==> config.mk <==
export PLATFORM = sky130hd
export DESIGN_NAME = dm_wbuf
export DESIGN_NICKNAME = d
export VERILOG_FILES = /design/src/rtl/dm_wbuf.sv
export SDC_FILE = /design/constraint.sdc
export NUM_CORES = 1
export LEC_CHECK = 0
export ABC_AREA = 1
export CORE_ASPECT_RATIO = 0.9
export CORE_UTILIZATION = 54
export DETAILED_ROUTE_END_ITERATION = 7
export PLACE_DENSITY = 0.78
export SKIP_LAST_GASP = 1
export SLEW_MARGIN = 0
export SYNTH_ARGS = -nofsm -noshare
export SYNTH_HDL_FRONTEND = slang
export SYNTH_SLANG_ARGS = --single-unit
==> constraint.sdc <==
create_clock -name clk -period 3.7 [get_ports clk]
set_clock_uncertainty 0.15 [all_clocks]
set_input_delay 0.555 -clock clk [delete_from_list [all_inputs] [get_ports clk]]
set_output_delay 0.555 -clock clk [all_outputs]
set_load 0.01 [all_outputs]
==> src/rtl/dm_wbuf.sv <==
// Posted-write buffer between the core data port and a handshaked data memory.
// Optional macro DM_WBUF_FWD_EN: forward the youngest matching buffered store to load hits.
module dm_wbuf #(
    parameter int DEPTH = 4,
    parameter int AW    = 10,
    parameter int DW    = 32
) (
    input  logic          clk,
    input  logic          rst,
    input  logic [AW-1:0] cpu_addr,
    input  logic [DW-1:0] cpu_din,
    input  logic          cpu_we,
    input  logic          cpu_re,
    output logic [DW-1:0] cpu_dout,
    output logic          cpu_stall,
    output logic [AW-1:0] mem_addr,
    output logic [DW-1:0] mem_wdata,
    output logic          mem_we,
    output logic          mem_re,
    input  logic [DW-1:0] mem_rdata,
    input  logic          mem_ready,
    output logic          wbuf_empty
);

    // state  | meaning
    // IDLE   | no memory request outstanding
    // WRITE  | head entry presented to memory, waiting for mem_ready
    // READ   | load miss presented to memory, waiting for mem_ready
    typedef enum logic [1:0] {S_IDLE, S_WRITE, S_READ} state_t;

    localparam int PW = $clog2(DEPTH);
    localparam int CW = PW + 1;

    state_t        r_state, w_state_nxt;
    logic [AW-1:0] r_fifo_addr [DEPTH];
    logic [DW-1:0] r_fifo_data [DEPTH];
    logic [PW-1:0] r_wptr, r_rptr;
    logic [CW-1:0] r_count, w_count_nxt;
    logic [AW-1:0] r_mem_addr, w_mem_addr_nxt;
    logic [DW-1:0] r_mem_wdata, w_mem_wdata_nxt;
    logic          r_mem_we, w_mem_we_nxt;
    logic          r_mem_re, w_mem_re_nxt;
    logic          r_wbuf_empty;

    logic          w_full, w_push, w_pop, w_load, w_hit, w_miss, w_read_done;
    logic [PW-1:0] w_idx, w_next_head;
`ifdef DM_WBUF_FWD_EN
    logic [DW-1:0] w_fwd_data;
`endif

    assign w_full      = (r_count == CW'(DEPTH));
    assign w_push      = rst && cpu_we && !w_full;
    assign w_pop       = (r_state == S_WRITE) && mem_ready;
    assign w_load      = rst && cpu_re && !cpu_we;
    assign w_miss      = w_load && !w_hit;
    assign w_read_done = (r_state == S_READ) && mem_ready;
    assign w_next_head = r_rptr + PW'(1);
    assign w_count_nxt = r_count + CW'(w_push) - CW'(w_pop);

    // Scan oldest to youngest so the last match wins; the entry being popped still counts.
    always_comb begin
        w_hit = 1'b0;
        w_idx = '0;
`ifdef DM_WBUF_FWD_EN
        w_fwd_data = '0;
`endif
        for (int i = 0; i < DEPTH; i++) begin
            w_idx = r_rptr + PW'(i);
            if ((CW'(i) < r_count) && (r_fifo_addr[w_idx] == cpu_addr)) begin
                w_hit = 1'b1;
`ifdef DM_WBUF_FWD_EN
                w_fwd_data = r_fifo_data[w_idx];
`endif
            end
        end
    end

    always_comb begin
        w_state_nxt     = r_state;
        w_mem_addr_nxt  = r_mem_addr;
        w_mem_wdata_nxt = r_mem_wdata;
        w_mem_we_nxt    = r_mem_we;
        w_mem_re_nxt    = r_mem_re;
        case (r_state)
            S_IDLE: begin
                if (w_miss) begin
                    w_state_nxt    = S_READ;
                    w_mem_re_nxt   = 1'b1;
                    w_mem_addr_nxt = cpu_addr;
                end else if (r_count != '0) begin
                    w_state_nxt     = S_WRITE;
                    w_mem_we_nxt    = 1'b1;
                    w_mem_addr_nxt  = r_fifo_addr[r_rptr];
                    w_mem_wdata_nxt = r_fifo_data[r_rptr];
                end
            end
            S_WRITE: begin
                if (mem_ready) begin
                    if (w_miss) begin
                        w_state_nxt    = S_READ;
                        w_mem_we_nxt   = 1'b0;
                        w_mem_re_nxt   = 1'b1;
                        w_mem_addr_nxt = cpu_addr;
                    end else if (r_count > CW'(1)) begin
                        w_mem_addr_nxt  = r_fifo_addr[w_next_head];
                        w_mem_wdata_nxt = r_fifo_data[w_next_head];
                    end else if (w_push) begin
                        // Store landing in the emptying buffer goes straight out.
                        w_mem_addr_nxt  = cpu_addr;
                        w_mem_wdata_nxt = cpu_din;
                    end else begin
                        w_state_nxt  = S_IDLE;
                        w_mem_we_nxt = 1'b0;
                    end
                end
            end
            S_READ: begin
                if (mem_ready) begin
                    w_state_nxt  = S_IDLE;
                    w_mem_re_nxt = 1'b0;
                end
            end
            default: begin
                w_state_nxt  = S_IDLE;
                w_mem_we_nxt = 1'b0;
                w_mem_re_nxt = 1'b0;
            end
        endcase
    end

    always_ff @(posedge clk) begin
        if (!rst) begin
            r_state      <= S_IDLE;
            r_wptr       <= '0;
            r_rptr       <= '0;
            r_count      <= '0;
            r_mem_addr   <= '0;
            r_mem_wdata  <= '0;
            r_mem_we     <= 1'b0;
            r_mem_re     <= 1'b0;
            r_wbuf_empty <= 1'b1;
        end else begin
            r_state      <= w_state_nxt;
            r_count      <= w_count_nxt;
            r_mem_addr   <= w_mem_addr_nxt;
            r_mem_wdata  <= w_mem_wdata_nxt;
            r_mem_we     <= w_mem_we_nxt;
            r_mem_re     <= w_mem_re_nxt;
            r_wbuf_empty <= (w_count_nxt == '0) && !w_mem_we_nxt;
            if (w_push) r_wptr <= r_wptr + PW'(1);
            if (w_pop)  r_rptr <= r_rptr + PW'(1);
        end
    end

    always_ff @(posedge clk) begin
        if (w_push) begin
            r_fifo_addr[r_wptr] <= cpu_addr;
            r_fifo_data[r_wptr] <= cpu_din;
        end
    end

    always_comb begin
        cpu_stall = 1'b0;
        cpu_dout  = '0;
        if (rst) begin
            if (cpu_we) begin
                cpu_stall = w_full;
            end else if (cpu_re) begin
                if (w_read_done) begin
                    cpu_dout = mem_rdata;
`ifdef DM_WBUF_FWD_EN
                end else if (w_hit) begin
                    cpu_dout = w_fwd_data;
`endif
                end else begin
                    cpu_stall = 1'b1;
                end
            end
        end
    end

    assign mem_addr   = r_mem_addr;
    assign mem_wdata  = r_mem_wdata;
    assign mem_we     = r_mem_we;
    assign mem_re     = r_mem_re;
    assign wbuf_empty = r_wbuf_empty;

endmodule
### Word-level counts from Yosys, hierarchy flattened

Memories as Yosys holds them, arrays and structs flattened. A register that Yosys moved wholly into a read port is not among the register bits.
Index checks and enable logic that the tools add are counted.

* register bits after elaboration: 54
* logic and storage cells: 114
* bits of input ports: 79
* memories: 2
* output and inout port bits: 78
* RAM bits: 168

* eq/ne operators: 17
* magnitude comparators: 5
* mux-type cells: 51
* reductions and logical operators: 24
* add/sub/neg operators: 6

Memory list
* r_fifo_data: depth 4, bits a word 32, read ports 2, clocked after Yosys merged registers in 1, wr ports 1, RTL line 36 `logic [DW-1:0] r_fifo_data [DEPTH];`
* r_fifo_addr: depth 4, bits a word 10, read ports 4, clocked after Yosys merged registers in 1, wr ports 1, RTL line 35 `logic [AW-1:0] r_fifo_addr [DEPTH];`

Operators by type and width (count)
* 32-bit two-way mux: 10
* 32-bit one-hot mux with 2 select lines: 1
* 10-bit two-way mux: 6
* 10-bit equality test: 4
* 2-bit two-way mux: 11
* 10-bit one-hot mux with 2 select lines: 1
* 1-bit two-way mux: 19
* 1-bit logical AND: 12
* 2-bit != test, second input constant: 5
* 3-bit != test, second input constant: 3
* 1-bit by 3-bit less-than comparator with 1-bit output, first input constant: 2
* 2-bit by 3-bit less-than comparator with 1-bit output, first input constant: 2
* 1-bit one-hot mux with 3 select lines: 2
* 2-bit one-hot mux with 3 select lines: 1
* 6-bit AND reduction: 1
* 5-bit AND reduction: 1
* 2-bit by 1-bit adder with 2-bit output, second input constant: 2
* 2-bit adder, second input constant: 2
* 1-bit zero test: 4
* 4-bit by 3-bit != test with 1-bit output, second input constant: 1
* 4-bit AND reduction: 1
* 3-bit by 1-bit adder with 3-bit output: 1
* 3-bit equality test, second input constant: 1
* 3-bit by 1-bit greater-than comparator with 1-bit output, second input constant: 1
* 9 further kinds: 9

### Logic depth before layout (Yosys ltp)

Gate-level depths: netlist (run 1).
An unclocked memory read counts as a cell.

* depth in word-level cells: 14
* depth in mapped cells: 22
* depth with buffers taken out: 20

### Worst setup path after synthesis (run 1)

No wires, ideal clock.

* path type: input to register
* start point: input cpu_we
* end point: memory r_fifo_addr[0][0] (enable)
* buffers on the path: 0
* setup time: 442 ps
* stages on the path: 4
* data required time: 3108 ps
* slack: 368 ps
* data arrival time: 2740 ps
* path through: nand2_1 nor2_1 clkinv_1 nor2_1

* word-level cells in the longest chain between the ends: 4

Ends and longest elaborated chain
* start, declared: RTL line 12 `input logic cpu_we,`
* 1-bit logical AND (2 in a row): RTL line 52 `assign w_push = rst && cpu_we && !w_full;`
* 1-bit two-way mux: RTL line 156 `if (w_push) begin`
* 1-bit two-way mux (implied by the code): RTL line 157 `r_fifo_addr[r_wptr] <= cpu_addr;`
* end, declared: RTL line 35

Every way passes these cells.

### Final worst setup path (run 1)

* start point: register r_state[1]
* end point: output cpu_dout[5]

* word-level cells in the longest chain between the ends: 6

Ends and longest elaborated chain
* start, declared: RTL line 34 `state_t r_state, w_state_nxt;`
* start signal, assigned: RTL line 143 `r_state <= w_state_nxt;`
* 2-bit equality test: RTL line 56 `assign w_read_done = (r_state == S_READ) && mem_ready;`
* 1-bit logical AND: RTL line 56
* 32-bit two-way mux: RTL line 169 `if (w_read_done) begin`
* 32-bit two-way mux: RTL line 168 `end else if (cpu_re) begin`
* 32-bit two-way mux: RTL line 166 `if (cpu_we) begin`
* 32-bit two-way mux: RTL line 165 `if (rst) begin`
* end, declared: RTL line 14 `output logic [DW-1:0] cpu_dout,`

Every way passes these cells.

==> results of run 1 <==
-- where the power goes --
part           switching, mW  total [mW]  internal [mW]
registers              0.238        3.30           3.06
logic                   2.89        4.59           1.69
clock network           1.00        2.62           1.61
total                   4.14        10.5           6.36
-- state kept, by name, summed over array words and instances (netlist names), named ones only --
name	flops
r_state	2
mem_we	1
wbuf_empty	1
r_fifo_data	128
r_wptr	2
r_count	3
r_fifo_addr	40
mem_wdata	32
mem_addr	10
r_rptr	2
mem_re	1
-- cell type report --
class                           count  area, um^2
Clock buffer                       33         696
Fill cell                        1807        7300
Sequential cell                   224        6170
Clock inverter                     13         190
Tap cell                          297         372
Multi-Input combinational cell   1195        5490
Inverter                          112         420
Timing Repair Buffer              193        1940
-- metrics by stage --
step / util (%) / instances / cell area [um^2] / hold slack [ns] / power (mW)
floorplan: - / 1632 / 12500 / 0.313 / 6.18
global placement: 63.7 / 2021 / 14400 / 0.297 / 7.77
detailed placement: 63.7 / 2021 / 14400 / 0.303 / 7.85
CTS: 67.7 / 2067 / 15300 / 0.312 / 10.5
global route: 67.7 / 2067 / 15300 / 0.330 / 11.1
finish: 67.7 / 2067 / 15300 / 0.310 / 10.5
-- logic make-up after synthesis --
group	count (synthesis)	share of synthesized area, %
and+or+nand+nor	940	30.1
DFF	224	49.5
adders and majority gates	9	0.964
buffers and inverters	213	6.86
AOI/OAI and AO/OA	243	12.4
xor gates and xnor gates	3	0.211
-- routing by layer --
layer / GRT usage, % / vias up / part of all wire, %
li1: - / 5702 / -
met1: 40.6 / 5561 / 40
met2: 52.0 / 632 / 48
met3: 3.95 / 75 / 9.3
met4: 11.2 / 0 / 2.5
met5: 0 / - / 0
-- worst max-delay path, cell delays in order (launching register included) --
cell,delay (ns)
dfxtp_1,0.40
inv_1,0.10
nor2_1,0.12
inv_1,0.07
nor2_1,0.11
inv_1,0.40
nor2_1,0.24
clkdlybuf4s50_1,0.57
-- worst max path at each step --
| stage | from | to | slack (ns) | depth (start not counted) |
|---|---|---|---|---|
| 3_5_place_dp | cpu_addr[0] | mem_addr[9]$_SDFFE_PN0P_ | 0.44 | 16 |
| 4_1_cts | r_state[1]$_SDFFE_PN0P_ | cpu_dout[5] | 0.46 | 7 |
| 2_1_floorplan | cpu_we | r_fifo_addr[0][0]$_DFFE_PP_ | 0.37 | 4 |
| 3_3_place_gp | cpu_addr[6] | mem_addr[0]$_SDFFE_PN0P_ | 0.50 | 16 |
| 6_report | r_state[1]$_SDFFE_PN0P_ | cpu_dout[5] | 0.45 | 7 |
| 5_1_grt | r_state[1]$_SDFFE_PN0P_ | cpu_dout[4] | 0.23 | 7 |
-- cell usage in the layout, fill, tap and decap left out, types with 29 or more instances in the layout --
cell,instances
nand2_1,617
edfxtp_1,168
nor2_1,164
clkdlybuf4s50_1,156
nand3_1,137
inv_1,108
a21oi_1,85
o21ai_0,54
dfxtp_1,54
o211ai_1,32
a32oi_1,32
o2111ai_1,31
buf_4,29
==> reports/metrics.cfg, run 1 <==
[run_status]
outcome = finished, final reports clean

[route]
drtIter0Drc = 1120
drtAntennaViolNets = 0
drt-total-wl_um = 36600
post_drt_wl_per_cell_um = 17.7
firstDrtPassIters = 6
viasPerCell = 5.79
drc_errors = 0
via_count = 12000

[clocking]
numCtsBuffers = 25
hold_buffers = 0
post_cts_resized = 0
h-tree-depth = 1
insertion_delay_ns = 0.53
clock-sinks = 224
root_buffer = clkbuf_16
clkTransAtPathRegs_ns = 0.06
cts_setup_buffers = 0
cts_tree = yes
cts_buffer_depth = 3

[global_route]
grt_pass1_vias = 11400
groute.usage.overall_pct = 30.8
antenna_found_initial = 0
overflow = 0
grt_start_max_net_pins = 87
grt_first_pass_wirelength_um = 58100

[critical_path]
cp-start-kind = register
critPathKind = register to output port
required_ns = 2.99
r2r_start = r_rptr[0]$_SDFFE_PN0P_
crit_path_end_kind = output port
r2r_end = mem_wdata[7]$_SDFFE_PN0P_
worstRegToRegCells = 18
cp_data_arrival_time_ns = 2.54
reg2reg_slack_ns = 0.61
critical_path_peak_fanout = 32

[timing]
period_minus_slack_ns = 3.25
setup_viol = 0
grt_setup_unrepaired = no
fmax_mhz = 308
slew_headroom_pct = 34.2
final_max_slew_viol_count = 0
finalWorstSetupSlack_ns = 0.454
tightest_slew_ns = 0.988
fin_crit_sh_pct = 87.7
finalSetupTns_ns = 0
hold_viol = 0

[cells_and_area]
syn_to_final_growth_pct = 22.6
drive_above_1_share_pct = 5.37
nets = 1839
n_antenna_cell = 0

[floorplan]
start_util_pct = 55.2
core_area_um2 = 22600
fp.dieW_um = 162
rows = 52
io_pins = 157
die_y_um = 146
die_area_um2 = 23700

[place]
port_buffers = 156
dp_hpwl_um = 23300
place.gp.congestion = 0.996
pre_cts_ws_ns = 0.437

[synthesis]
ys.flop_type = edfxtp_1
syn_nets = 1720
synth_commonest_cells = 617 x nand2_1, 169 x nor2_1, 168 x edfxtp_1, 137 x nand3_1, 108 x inv_1
synth_seq_cells = 224
seq_area_frac_synth_pct = 49.5
synthTopCellsByArea = edfxtp_1 40%, nand2_1 19%, dfxtp_1 9.0%
avgSynthCellArea_um2 = 7.63
synthCells = 1632
synth_area_um2 = 12500
yosysTopAreaCell = edfxtp_1
yosys_warnings = 0
ys_async_sr_fraction_pct = 0
synth_most_common_cell = nand2_1
ys_types = 33
synth_top_area_share_pct = 40.5
synth-edff-count = 168

[power_and_ir_drop]
p_leak_nw = 6.05
vdd_drop_max_uv = 588
power.density_nw_per_um2 = 687

[min_path]
hold_depth = 2
hold_start = mem_wdata[1]$_SDFFE_PN0P_
hold_path_end = mem_wdata[1]$_SDFFE_PN0P_
min_path_type = register to register

[run]
drv_cap = 0

(Power assumes the default switching activity.)
==> run 2, diff against run 1 <==
Settings changed: CORE_ASPECT_RATIO 0.9 to not set, GPL_ROUTABILITY_DRIVEN set to 0.
==> run 2 against run 1 <==
Against the previous run: clock power fell by 12%; final cell count decreased by 0.44%; critical path depth up 10; combinational power is essentially flat; flip-flop and latch count is the same; highest routed layer unchanged; global-route usage fell by 0.31 points; hold slack got worse by 0.00082 ns; critical path type is now register to register; routed wire length decreased by 0.81%.
==> reports/metrics.cfg, run 2 (same netlist as run 1, synthesis figures left out) <==
[clocking]
clock-sinks = 224
hold_buffers = 0
h-tree-depth = 1
numCtsBuffers = 24
clkTransAtPathRegs_ns = 0.06
root_buffer = clkbuf_16
post_cts_resized = 0
cts_buffer_depth = 3
insertion_delay_ns = 0.52
cts_tree = yes
cts_setup_buffers = 0

[route]
viasPerCell = 5.82
via_count = 12000
drtAntennaViolNets = 0
post_drt_wl_per_cell_um = 17.6
firstDrtPassIters = 7
drc_errors = 0
drtIter0Drc = 1134
drt-total-wl_um = 36300

[cells_and_area]
n_antenna_cell = 0
drive_above_1_share_pct = 5.41
final_cell_mix = 617 x nand2_1, 168 x edfxtp_1, 164 x nor2_1
nets = 1843
layout_commonest_cell = nand2_1
largest-register = r_fifo_data
fin_cells = 2058
fillers = 1828
syn_to_final_growth_pct = 21.6
largest_reg_flops = 128

[critical_path]
cp-start-kind = register
critical_path_peak_fanout = 32
crit_path_end_kind = register
critPathKind = register to register
required_ns = 3.97
cp_data_arrival_time_ns = 3.51

[floorplan]
die_y_um = 154
die_area_um2 = 23700
io_pins = 157
start_util_pct = 55.0
fp.dieW_um = 154
rows = 55
core_area_um2 = 22600

[global_route]
overflow = 0
antenna_found_initial = 0
groute.usage.overall_pct = 30.5
grt_first_pass_wirelength_um = 57800
grt_start_max_net_pins = 87
grt_pass1_vias = 11600

[timing]
hold_viol = 0
finalSetupTns_ns = 0
setup_viol = 0
final_max_slew_viol_count = 0
fmax_mhz = 308
period_minus_slack_ns = 3.25
tightest_slew_ns = 0.974
slew_headroom_pct = 35.1
fin_crit_sh_pct = 87.7
grt_setup_unrepaired = no

[power_and_ir_drop]
pwr-share-clk_pct = 22.7
swShare_pct = 40.4
p_leak_nw = 6.00
vdd_drop_max_uv = 550
power.density_nw_per_um2 = 672
power.switching_mw = 4.11
share_seq_of_total_power_pct = 32.2
p_int_mw = 6.06
combPwrFrac_pct = 45.1

[place]
placed_cells = 2014
port_buffers = 156
dp_hpwl_um = 22900

[min_path]
min_path_type = register to register

[run]
drv_cap = 0

[run_status]
outcome = finished, final reports clean

[run 2: stage by stage]
| step | setup WS (ns) | power (mW) | util [%] | hold slack, ns | instance area [um^2] |
|---|---|---|---|---|---|
| 6_report | 0.455 | 10.2 | 66.9 | 0.309 | 15100 |
| 5_1_grt | 0.129 | 10.8 | 66.9 | 0.342 | 15100 |
| 2_1_floorplan | 0.368 | 6.18 | - | 0.313 | 12500 |
| 4_1_cts | 0.467 | 10.1 | 66.9 | 0.312 | 15100 |
| 3_5_place_dp | 0.445 | 7.81 | 63.5 | 0.304 | 14400 |
| 3_3_place_gp | 0.526 | 7.72 | 63.5 | 0.300 | 14400 |
[run 2: final cells by class]
cell class,instances,area (um^2),share of cell area (%)
Sequential cell,224,6170,40.7
Inverter,112,420,2.78
Timing Repair Buffer,198,1940,12.8
Clock buffer,36,717,4.73
Multi-Input combinational cell,1195,5490,36.2
Clock inverter,8,53.8,0.355
Tap cell,285,357,2.35
[run 2: worst max-delay path, stage by stage (launching register included)]
cell and delay [ns]:
dfxtp_1 0.47, inv_1 0.17, nand2_1 0.11, buf_4 0.41, inv_1 0.13, a21oi_1 0.19
nand3_1 0.10, nand3_1 0.14, nor2_1 0.06, nand2_1 0.10, nand2_1 0.06, nor2_1 0.14
nand2_2 0.23, buf_4 0.24, a21oi_1 0.22, nand2_1 0.08, nand2_1 0.07, nor2_1 0.04
[run 2: power by group through the flow]
stage                     registers (mW)  logic [mW]  clock network, mW
final                               3.28        4.59               2.31
after global routing                3.32        5.02               2.42
after CTS                           3.28        4.52               2.32
after detailed placement            3.32        4.48                  0
after global placement              3.32        4.40                  0
after floorplan                     3.38        2.79                  0
[run 2: worst paths after layout]
check / from / end / slack, ns / cells past startpoint
max: r_rptr[0]$_SDFFE_PN0P_ / r_state[0]$_SDFFE_PN0P_ / 0.45 / 17
min: mem_wdata[26]$_SDFFE_PN0P_ / mem_wdata[26]$_SDFFE_PN0P_ / 0.31 / 2
max reg2reg: r_rptr[0]$_SDFFE_PN0P_ / r_state[0]$_SDFFE_PN0P_ / 0.45 / 17
min reg2reg: mem_wdata[26]$_SDFFE_PN0P_ / mem_wdata[26]$_SDFFE_PN0P_ / 0.31 / 2
[run 2: routing by layer]
| metal | track usage, % | share of wire [%] |
|---|---|---|
| met1 | 37.7 | 40 |
| met3 | 4.96 | 8.3 |
| met4 | 11.2 | 2.8 |
| met2 | 53.7 | 49 |
| met5 | 0 | 0 |
==> run 3, diff against run 2 <==
Settings changed: SLEW_MARGIN 0 to 25.
==> results of run 3 <==
Final layout, timing and power as in run 2 (identical DEF).
